<file path="config.mk">
export PLATFORM = sky130hd
export DESIGN_NAME = hls_run_sequencer
export DESIGN_NICKNAME = d
export VERILOG_FILES = /design/src/rtl/hls_run_pkg.sv /design/src/rtl/hls_slave_mem_port.sv /design/src/rtl/hls_run_sequencer.sv
export SDC_FILE = /design/constraint.sdc
export NUM_CORES = 1
export LEC_CHECK = 0
export CAP_MARGIN = 20
export CORE_AREA = 2 2 162 164
export DETAILED_ROUTE_END_ITERATION = 7
export DIE_AREA = 0 0 164 166
export HOLD_SLACK_MARGIN = 0.06
export PLACE_DENSITY_LB_ADDON = 0.05
export SYNTH_ARGS = -nofsm -noshare
export SYNTH_HDL_FRONTEND = slang
export SYNTH_SLANG_ARGS = --single-unit
</file>
<file path="constraint.sdc">
create_clock -name clock -period 4.92 [get_ports clock]
set_input_delay 0.984 -clock clock [delete_from_list [all_inputs] [get_ports clock]]
set_output_delay 0.984 -clock clock [all_outputs]
set_load 0.02 [all_outputs]
</file>
<file path="src/rtl/hls_run_pkg.sv">
// ============================================================================
// hls_run_pkg : shared state, status and sizing definitions for the run sequencer | rev 1.0
// ============================================================================
`default_nettype none

package hls_run_pkg;

  typedef enum logic [2:0] {
    ST_IDLE  = 3'd0,
    ST_LOAD  = 3'd1,
    ST_START = 3'd2,
    ST_RUN   = 3'd3,
    ST_READ  = 3'd4,
    ST_DONE  = 3'd5,
    ST_ERR   = 3'd6
  } state_t;

  localparam logic [1:0] STATUS_IDLE   = 2'b00;
  localparam logic [1:0] STATUS_OK     = 2'b01;
  localparam logic [1:0] STATUS_RUN_TO = 2'b10;
  localparam logic [1:0] STATUS_MEM_TO = 2'b11;

  // Slave RAM port size field is in bits.
  localparam logic [6:0] BYTE_SIZE = 7'd8;

  function automatic state_t post_run_state(input logic [15:0] res_len);
    return (res_len != 16'd0) ? ST_READ : ST_DONE;
  endfunction

endpackage

`default_nettype wire

</file>
<file path="src/rtl/hls_slave_mem_port.sv">
// ============================================================================
// hls_slave_mem_port : single-byte request engine on slave channel 0 with DataRdy timeout | rev 1.0
// ============================================================================
`default_nettype none

module hls_slave_mem_port
  import hls_run_pkg::*;
#(
  parameter int ADDR_W    = 10,
  parameter int DATA_W    = 64,
  parameter int MEM_LIMIT = 255
) (
  input  logic              clock_i,
  input  logic              reset_i,
  input  logic              req_i,
  input  logic              we_i,
  input  logic [ADDR_W-1:0] addr_i,
  input  logic [7:0]        wdata_i,
  output logic              busy_o,
  output logic              ack_o,
  output logic              timeout_o,
  output logic [7:0]        rdata_o,
  output logic              oe_o,
  output logic              we_o,
  output logic [ADDR_W-1:0] addr_o,
  output logic [DATA_W-1:0] wdata_o,
  output logic [6:0]        size_o,
  input  logic              rdy_i,
  input  logic [7:0]        rdata_i
);

  localparam int CNT_W = $clog2(MEM_LIMIT + 1);

  logic              active_q, active_d;
  logic              we_q, we_d;
  logic [ADDR_W-1:0] addr_q, addr_d;
  logic [7:0]        wdata_q, wdata_d;
  logic [CNT_W-1:0]  cnt_q, cnt_d;

  always_ff @(posedge clock_i or posedge reset_i) begin
    if (reset_i) begin
      active_q <= 1'b0;
      we_q     <= 1'b0;
      addr_q   <= '0;
      wdata_q  <= '0;
      cnt_q    <= '0;
    end else begin
      active_q <= active_d;
      we_q     <= we_d;
      addr_q   <= addr_d;
      wdata_q  <= wdata_d;
      cnt_q    <= cnt_d;
    end
  end

  // The cycle carrying DataRdy still shows the enables; they drop on the next edge.
  always_comb begin
    ack_o     = active_q & rdy_i;
    timeout_o = active_q & ~rdy_i & (cnt_q == CNT_W'(MEM_LIMIT - 1));
    active_d  = active_q;
    we_d      = we_q;
    addr_d    = addr_q;
    wdata_d   = wdata_q;
    cnt_d     = cnt_q;
    if (active_q) begin
      if (ack_o || timeout_o) begin
        active_d = 1'b0;
        cnt_d    = '0;
      end else begin
        cnt_d = cnt_q + 1'b1;
      end
    end else if (req_i) begin
      active_d = 1'b1;
      we_d     = we_i;
      addr_d   = addr_i;
      wdata_d  = wdata_i;
      cnt_d    = '0;
    end
  end

  assign busy_o  = active_q;
  assign rdata_o = rdata_i;
  assign oe_o    = active_q & ~we_q;
  assign we_o    = active_q & we_q;
  assign addr_o  = active_q ? addr_q : '0;
  assign wdata_o = (active_q & we_q) ? {{(DATA_W-8){1'b0}}, wdata_q} : '0;
  assign size_o  = active_q ? BYTE_SIZE : 7'd0;

endmodule

`default_nettype wire

</file>
<file path="src/rtl/hls_run_sequencer.sv">
// ============================================================================
// hls_run_sequencer : preload / start / time / read-back controller for a Bambu accelerator top | rev 1.0
// ============================================================================
`default_nettype none

module hls_run_sequencer
  import hls_run_pkg::*;
#(
  parameter int ADDR_W    = 10,
  parameter int DATA_W    = 64,
  parameter int RUN_LIMIT = 200000000,
  parameter int MEM_LIMIT = 255
) (
  input  logic                clock,
  input  logic                reset,
  input  logic                go,
  input  logic [ADDR_W-1:0]   base_addr,
  input  logic [15:0]         load_len,
  input  logic [ADDR_W-1:0]   res_addr,
  input  logic [15:0]         res_len,
  input  logic                ld_valid,
  output logic                ld_ready,
  input  logic [7:0]          ld_data,
  output logic                rd_valid,
  input  logic                rd_ready,
  output logic [7:0]          rd_data,
  output logic                busy,
  output logic [1:0]          status,
  output logic [31:0]         cycles,
  output logic                start_port,
  input  logic                done_port,
  output logic [1:0]          S_oe_ram,
  output logic [1:0]          S_we_ram,
  output logic [2*ADDR_W-1:0] S_addr_ram,
  output logic [2*DATA_W-1:0] S_Wdata_ram,
  output logic [13:0]         S_data_ram_size,
  input  logic [2*DATA_W-1:0] Sout_Rdata_ram,
  input  logic [1:0]          Sout_DataRdy
);

  state_t            state_q, state_d;
  logic [1:0]        status_q, status_d;
  logic [31:0]       cycles_q, cycles_d;
  logic [ADDR_W-1:0] base_q, base_d;
  logic [ADDR_W-1:0] res_addr_q, res_addr_d;
  logic [15:0]       load_len_q, load_len_d;
  logic [15:0]       res_len_q, res_len_d;
  logic [15:0]       idx_q, idx_d;
  logic              rd_valid_q, rd_valid_d;
  logic [7:0]        rd_data_q, rd_data_d;

  logic              mem_req, mem_we, mem_busy, mem_ack, mem_timeout;
  logic [ADDR_W-1:0] mem_addr;
  logic [7:0]        mem_rdata;
  logic              ch0_oe, ch0_we;
  logic [ADDR_W-1:0] ch0_addr;
  logic [DATA_W-1:0] ch0_wdata;
  logic [6:0]        ch0_size;

  hls_slave_mem_port #(
    .ADDR_W    (ADDR_W),
    .DATA_W    (DATA_W),
    .MEM_LIMIT (MEM_LIMIT)
  ) u_mem_port (
    .clock_i   (clock),
    .reset_i   (reset),
    .req_i     (mem_req),
    .we_i      (mem_we),
    .addr_i    (mem_addr),
    .wdata_i   (ld_data),
    .busy_o    (mem_busy),
    .ack_o     (mem_ack),
    .timeout_o (mem_timeout),
    .rdata_o   (mem_rdata),
    .oe_o      (ch0_oe),
    .we_o      (ch0_we),
    .addr_o    (ch0_addr),
    .wdata_o   (ch0_wdata),
    .size_o    (ch0_size),
    .rdy_i     (Sout_DataRdy[0]),
    .rdata_i   (Sout_Rdata_ram[7:0])
  );

  always_ff @(posedge clock or posedge reset) begin
    if (reset) begin
      state_q    <= ST_IDLE;
      status_q   <= STATUS_IDLE;
      cycles_q   <= '0;
      base_q     <= '0;
      res_addr_q <= '0;
      load_len_q <= '0;
      res_len_q  <= '0;
      idx_q      <= '0;
      rd_valid_q <= 1'b0;
      rd_data_q  <= '0;
    end else begin
      state_q    <= state_d;
      status_q   <= status_d;
      cycles_q   <= cycles_d;
      base_q     <= base_d;
      res_addr_q <= res_addr_d;
      load_len_q <= load_len_d;
      res_len_q  <= res_len_d;
      idx_q      <= idx_d;
      rd_valid_q <= rd_valid_d;
      rd_data_q  <= rd_data_d;
    end
  end

  always_comb begin
    state_d    = state_q;
    status_d   = status_q;
    cycles_d   = cycles_q;
    base_d     = base_q;
    res_addr_d = res_addr_q;
    load_len_d = load_len_q;
    res_len_d  = res_len_q;
    idx_d      = idx_q;
    rd_valid_d = rd_valid_q;
    rd_data_d  = rd_data_q;
    mem_req    = 1'b0;
    mem_we     = 1'b0;
    mem_addr   = '0;
    ld_ready   = (state_q == ST_LOAD) && !mem_busy && (idx_q < load_len_q);

    case (state_q)
      ST_IDLE, ST_DONE, ST_ERR: begin
        if (go) begin
          status_d   = STATUS_IDLE;
          cycles_d   = '0;
          base_d     = base_addr;
          res_addr_d = res_addr;
          load_len_d = load_len;
          res_len_d  = res_len;
          idx_d      = '0;
          state_d    = (load_len != 16'd0) ? ST_LOAD : ST_START;
        end
      end
      ST_LOAD: begin
        if (ld_valid && ld_ready) begin
          mem_req  = 1'b1;
          mem_we   = 1'b1;
          mem_addr = base_q + ADDR_W'(idx_q);
          idx_d    = idx_q + 16'd1;
        end
        if (mem_timeout) begin
          state_d  = ST_ERR;
          status_d = STATUS_MEM_TO;
        end else if (mem_ack && (idx_q == load_len_q)) begin
          state_d = ST_START;
          idx_d   = '0;
        end
      end
      ST_START: begin
        cycles_d = 32'd1;
        if (done_port) begin
          state_d = post_run_state(res_len_q);
        end else if (RUN_LIMIT <= 1) begin
          state_d  = ST_ERR;
          status_d = STATUS_RUN_TO;
        end else begin
          state_d = ST_RUN;
        end
      end
      ST_RUN: begin
        cycles_d = cycles_q + 32'd1;
        if (done_port) begin
          state_d = post_run_state(res_len_q);
        end else if (cycles_d == 32'(RUN_LIMIT)) begin
          state_d  = ST_ERR;
          status_d = STATUS_RUN_TO;
        end
      end
      ST_READ: begin
        // A new read is only issued once the previous byte has left on rd_*.
        if (!mem_busy && !rd_valid_q && (idx_q < res_len_q)) begin
          mem_req  = 1'b1;
          mem_addr = res_addr_q + ADDR_W'(idx_q);
        end
        if (mem_ack) begin
          rd_valid_d = 1'b1;
          rd_data_d  = mem_rdata;
          idx_d      = idx_q + 16'd1;
        end
        if (mem_timeout) begin
          state_d  = ST_ERR;
          status_d = STATUS_MEM_TO;
        end else if (rd_valid_q && rd_ready) begin
          rd_valid_d = 1'b0;
          if (idx_q == res_len_q) state_d = ST_DONE;
        end
      end
      default: state_d = ST_IDLE;
    endcase

    if ((state_d == ST_DONE) && (state_q != ST_DONE)) status_d = STATUS_OK;
  end

  assign busy            = (state_q == ST_LOAD) || (state_q == ST_START) ||
                           (state_q == ST_RUN)  || (state_q == ST_READ);
  assign start_port      = (state_q == ST_START);
  assign status          = status_q;
  assign cycles          = cycles_q;
  assign rd_valid        = rd_valid_q;
  assign rd_data         = rd_data_q;
  assign S_oe_ram        = {1'b0, ch0_oe};
  assign S_we_ram        = {1'b0, ch0_we};
  assign S_addr_ram      = {{ADDR_W{1'b0}}, ch0_addr};
  assign S_Wdata_ram     = {{DATA_W{1'b0}}, ch0_wdata};
  assign S_data_ram_size = {7'd0, ch0_size};

endmodule

`default_nettype wire
</file>
# After elaboration in Yosys (flattened, before gate mapping)
# Cells that the tools add are included.
# word_totals
reg_bits,142
input_bits,196
out_inout_bits,212
elab_cells,122
# classes
add_sub_neg,5
n_lt_le_gt_ge,2
eq_ne,18
muxes,45
bitwise,8
reduce_logical,29
# op_table
cell,count
$pmux W32 S3,1
$mux W16,5
$pmux W16 S3,1
$add A32 B1 Y32 const B,1
$eq A16 B16 Y1,2
$eq A32 B28 Y1 const B,1
$lt A16 B16 Y1,2
$mux W32,1
$mux W8,4
$reduce_bool A16 Y1,2
$mux W10,3
$mux W3,9
$add A10 B10 Y10,2
$pmux W10 S2,1
$add A16 B1 Y16 const B,1
$pmux W3 S5,1
$eq A3 B3 Y1 const B,4
$mux W2,6
$ne A3 B3 Y1 const B,4
$mux W1,10
$add A8 B1 Y8 const B,1
$eq A8 B8 Y1 const B,1
$logic_and A1 B1 Y1,8
$reduce_and A2 Y1,4
19 further kinds,32

# Logic depth before layout (Yosys ltp)
# logic_depth
depth_word,9
depth_mapped,11
mapped_depth_nobuf,9

# Modules after synthesis
# Synthesis repeated with hierarchy kept, for this count alone.
# hier_totals
cells_unflattened,1092
hier_area_um2,10070.9
# by_module_without_submodules
module,instances,cells_per_inst,area_each_um2,seq_area_each_um2
hls_run_sequencer,1,900,8179.1,2852.7
hls_slave_mem_port,1,192,1891.8,700.7

# Worst setup path before layout
# OpenSTA, ideal clock, no wires.
# synth_timing
path_kind,register to output
startpoint,register idx_q[1]
endpoint,output ld_ready
arrival_time_ns,1.780
required_ns,3.936
path_slack_ns,2.156
stages_incl_launch_ff,7
n_path_buf,0
cell_sequence,dfrtp_1 -> ha_1 -> nor2b_1 -> o21a_1 -> o21a_1 -> o211ai_1 -> and2_1
# synth_between
elab_chain_len,2
# synth_lines
item,line,source
"start, declared",hls_run_sequencer.sv:48,"logic [15:0] idx_q, idx_d;"
"start signal, assigned",hls_run_sequencer.sv:104,idx_q <= idx_d;
$lt A16 B16 Y1,hls_run_sequencer.sv:124,ld_ready = (state_q == ST_LOAD) && !mem_busy && (idx_q < load_len_q);
$logic_and A1 B1 Y1,hls_run_sequencer.sv:124,
"end, declared",hls_run_sequencer.sv:22,"output logic ld_ready,"
# Every way passes these cells.

# Worst setup path after layout
# layout_timing
startpoint,register idx_q[9]
endpoint,output ld_ready
# The elaborated chain is that of the path after synthesis.

==> results by group <==
Floorplanning
  – Chip height: approximately 170 um
  – Starting density of the core: 39.3%
  – Die area: about 27000 um^2
  – Die W: 164 um
  – # rows: 59
  – Ports: a little over 400
  – Total core area: ~26000 um^2

STA
  – RSZ-0062 raised after global routing: no
  – Final worst slack: 0.652 ns
  – Worst relative slew slack: 31.1%
  – Max-slew violations: 0
  – Post-route clock skew: roughly 0.014 ns
  – F_max: 0.234 GHz
  – TNS Setup: 0 ns
  – Slew @ Worst Pin: between 1 and 1.5 ns
  – # setup viols final: 0
  – Worst hold slack: a little under 0.5 ns
  – Final min period: approximately 4.3 ns
  – Fin. Hold Viols: 0
  – Tcrit/Tclk final: between 80% and 90%

Global route
  – First-pass GRT wire length: ~43000 um
  – Initial antenna violation count: 0
  – All-Layer GR Usage: around a fifth
  – Gr ovfl total: 0
  – Largest net degree at the start of global routing: 77
  – Number of global-route vias before repair: a little under 8k

Pwr
  – Int Pwr: between 3 and 4 mW
  – Total Power: around 5.6 mW
  – Sw frac: 38.4%
  – Comb pwr share: 43.3%
  – Seq pwr share: 32.6%
  – Worst VDD drop: between 0.2 and 0.25 mV
  – PD cells: 473 nW/um^2
  – Switch Pwr: ~2.2 mW
  – Clock power share: about a quarter
  – Leakage: between 5 and 6 nW

Synthesis
  – Yosys top cell by area: dfrtp_1
  – Netlist Area Pre-Place: between 10000 and 15000 um^2
  – Yosys top cell area share: 35.3%
  – Cell variety after synth: 71
  – Mapped Avg Cell Area: a little over 9 um^2
  – FFs w/ async S/R, synth: 100%
  – Seq/Total Area, Yosys: 35.3%
  – Post-synth top flop: dfrtp_1
  – Post-synth EDFFs: 0
  – YS warnings: 0
  – Count leader, synth: buf_4
  – #FFs+latches synth: 142
  – Area contributors post-synth: dfrtp_1 (35%), buf_4 (11%), mux2_2 (7.6%)
  – Commonest cells post-synth: buf_4 (149), dfrtp_1 (142), o21ai_0 (85), mux2_2 (68), inv_1 (62)
  – Post-Syn Instances: approximately 1.1k

Detailed routing
  – Residual DRC: 0
  – Detailed Route WL: roughly 27000 um
  – Routed Antenna Nets: 0
  – WL/cell: roughly 17 um
  – 1st-iter DRT viols: 464
  – Vias: approximately 8.1k
  – Vias per std cell: just over 5
  – DR pass1 iterations: 5

Worst setup path
  – CP max stage delay: 0.59 ns
  – CP Capture Type: output pin
  – CP max FO: 8
  – R2R depth: 7
  – WS Path Type: flip-flop to output pin
  – Startpoint type of the worst setup path: flip-flop
  – Crit path capture: ld_ready
  – Crit path DAT: about 3.3 ns
  – Reg-to-reg setup timing slack: roughly 1.6 ns
  – Critical Path Source: idx_q[9]$_DFFE_PP0P_
  – CP cell instances: ha_1, nand4_1, nor3_1, o211ai_1, and2_1, clkdlybuf4s50_1
  – Critical-path top delay cell: nor3_1
  – Reg2reg end: u_mem_port.wdata_q[1]$_DFFE_PP0P_
  – Worst EP required: 3.94 ns
  – FF-to-FF Start: state_q[2]$_DFF_PP0_

Clock tree
  – Clk root buf: clkbuf_16
  – Post-CTS Setup Inserts: 0
  – Clk_lat worst skew: roughly 0.43 ns
  – Reg clk slew, reported paths: around 0.060 ns
  – CTS tree: built
  – Resized Gates After CTS: 0
  – CTS Buf Count: 17
  – Hold_buf cts: 0
  – CTS sink cnt: about 140
  – H-Tree Depth: 4
  – CTS max path bufs: 2

Placement
  – PortBufs: about 140
  – RePlAce Congestion: ~0.85
  – Placed cell area: around 11000 um^2
  – Place WS: around 1.1 ns
  – HPWL Detailed: a little under 20000 um
  – Cells after DPL: 1553

Final layout
  – Layout Cells excl Fill: around 1.6k
  – Post-route core utilization: 46.5%
  – NumNets Final: around 1.5k
  – Layout cells sized above 1: around a tenth
  – Design area: approximately 12000 um^2
  – Antenna diode count: 0
  – Area Overhead vs Synth: 18.2%

Run
  – Max_cap viols: 0

Worst hold path
  – Hold WC Path Type: flip-flop to flip-flop

Outcome
  – Result of the run: finished clean
## sequential cells by signal, indices dropped and copies added, names as in the netlist
register and cells:
base_q 10, cycles 32, idx_q 16, load_len_q 16
rd_data 8, rd_valid 1, res_addr_q 10, res_len_q 16
state_q 3, status 2, u_mem_port.addr_q 10, u_mem_port.busy_o 1
u_mem_port.cnt_q 8, u_mem_port.wdata_q 8, u_mem_port.we_q 1
## area by class of cell
class	count	area, um^2
Fill cell	2545	13700
Inverter	63	241
Timing Repair Buffer	156	1540
Clock inverter	12	161
Sequential cell	142	3550
Multi-Input combinational cell	857	5560
Tap cell	335	419
Clock buffer	19	443
## metal layers
metal	vias up	share of wire [%]	track usage, %
met3	19	4.3	3.52
met5	-	0	0
met4	0	0.96	4.65
met2	227	47	32.7
li1	3952	-	-
met1	3885	47	28.0
## logic make-up (layout without fill, tap and decap cells)
family                     after synthesis  count (layout)  synth area share (%)
AOI/OAI and AO/OA                      254             254                  16.4
xor gates and xnor gates                28              28                  2.43
adders and majority gates               57              57                  7.20
buffers and inverters                  253             250                  15.1
DFF                                    142             142                  35.3
muxes                                   70              70                  7.80
other                                    1             145                0.0372
and+or+nand+nor                        303             303                  15.8
## critical path, delay by kind of cell, from the launching register on
| kind | cells | cell delay, ns |
|---|---|---|
| compound gates | 1 | 0.33 |
| fa+ha+maj | 1 | 0.41 |
| buf+inv | 1 | 0.55 |
| flops | 1 | 0.56 |
| simple gates | 3 | 1.02 |
## cells in the final DEF, fill, tap and decap left out, types with 7 or more instances in the layout
cell / instances
conb_1: 145
dfrtp_1: 142
nand2_1: 60
xor2_1: 12
nand4_1: 25
o221ai_1: 10
or3_1: 7
o21ai_0: 85
a31oi_1: 15
ha_1: 54
inv_1: 61
o22ai_1: 7
a21o_1: 16
a22oi_1: 7
and3_1: 23
nand3_1: 29
nor3_1: 17
o31ai_1: 15
nor2b_1: 12
clkdlybuf4s50_1: 141
nor4_1: 13
buf_4: 14
mux2_2: 68
clkbuf_16: 17
nor2_1: 61
xnor2_1: 16
a21oi_1: 38
and2_1: 23
o21a_1: 10
## worst min path at each step
stage | startpoint | to | slack, ns | cells past startpoint
2_1_floorplan | u_mem_port.cnt_q[7]$_DFFE_PP0P_ | u_mem_port.cnt_q[7]$_DFFE_PP0P_ | 0.44 | 1
3_3_place_gp | u_mem_port.wdata_q[5]$_DFFE_PP0P_ | u_mem_port.wdata_q[5]$_DFFE_PP0P_ | 0.48 | 1
3_5_place_dp | u_mem_port.cnt_q[7]$_DFFE_PP0P_ | u_mem_port.cnt_q[7]$_DFFE_PP0P_ | 0.48 | 1
4_1_cts | u_mem_port.cnt_q[7]$_DFFE_PP0P_ | u_mem_port.cnt_q[7]$_DFFE_PP0P_ | 0.49 | 1
5_1_grt | u_mem_port.wdata_q[4]$_DFFE_PP0P_ | u_mem_port.wdata_q[4]$_DFFE_PP0P_ | 0.51 | 1
6_report | u_mem_port.cnt_q[7]$_DFFE_PP0P_ | u_mem_port.cnt_q[7]$_DFFE_PP0P_ | 0.49 | 1
## power by group through the flow
stage	Sequential (mW)	Clock, mW	Combinational [mW]
after detailed placement	1.86	0	2.45
after global routing	1.90	1.45	2.73
final	1.84	1.36	2.44
after CTS	1.84	1.39	2.46
after floorplan	1.80	0	1.81
after global placement	1.86	0	2.43
Note: power is estimated with default switching activity, not from simulation.
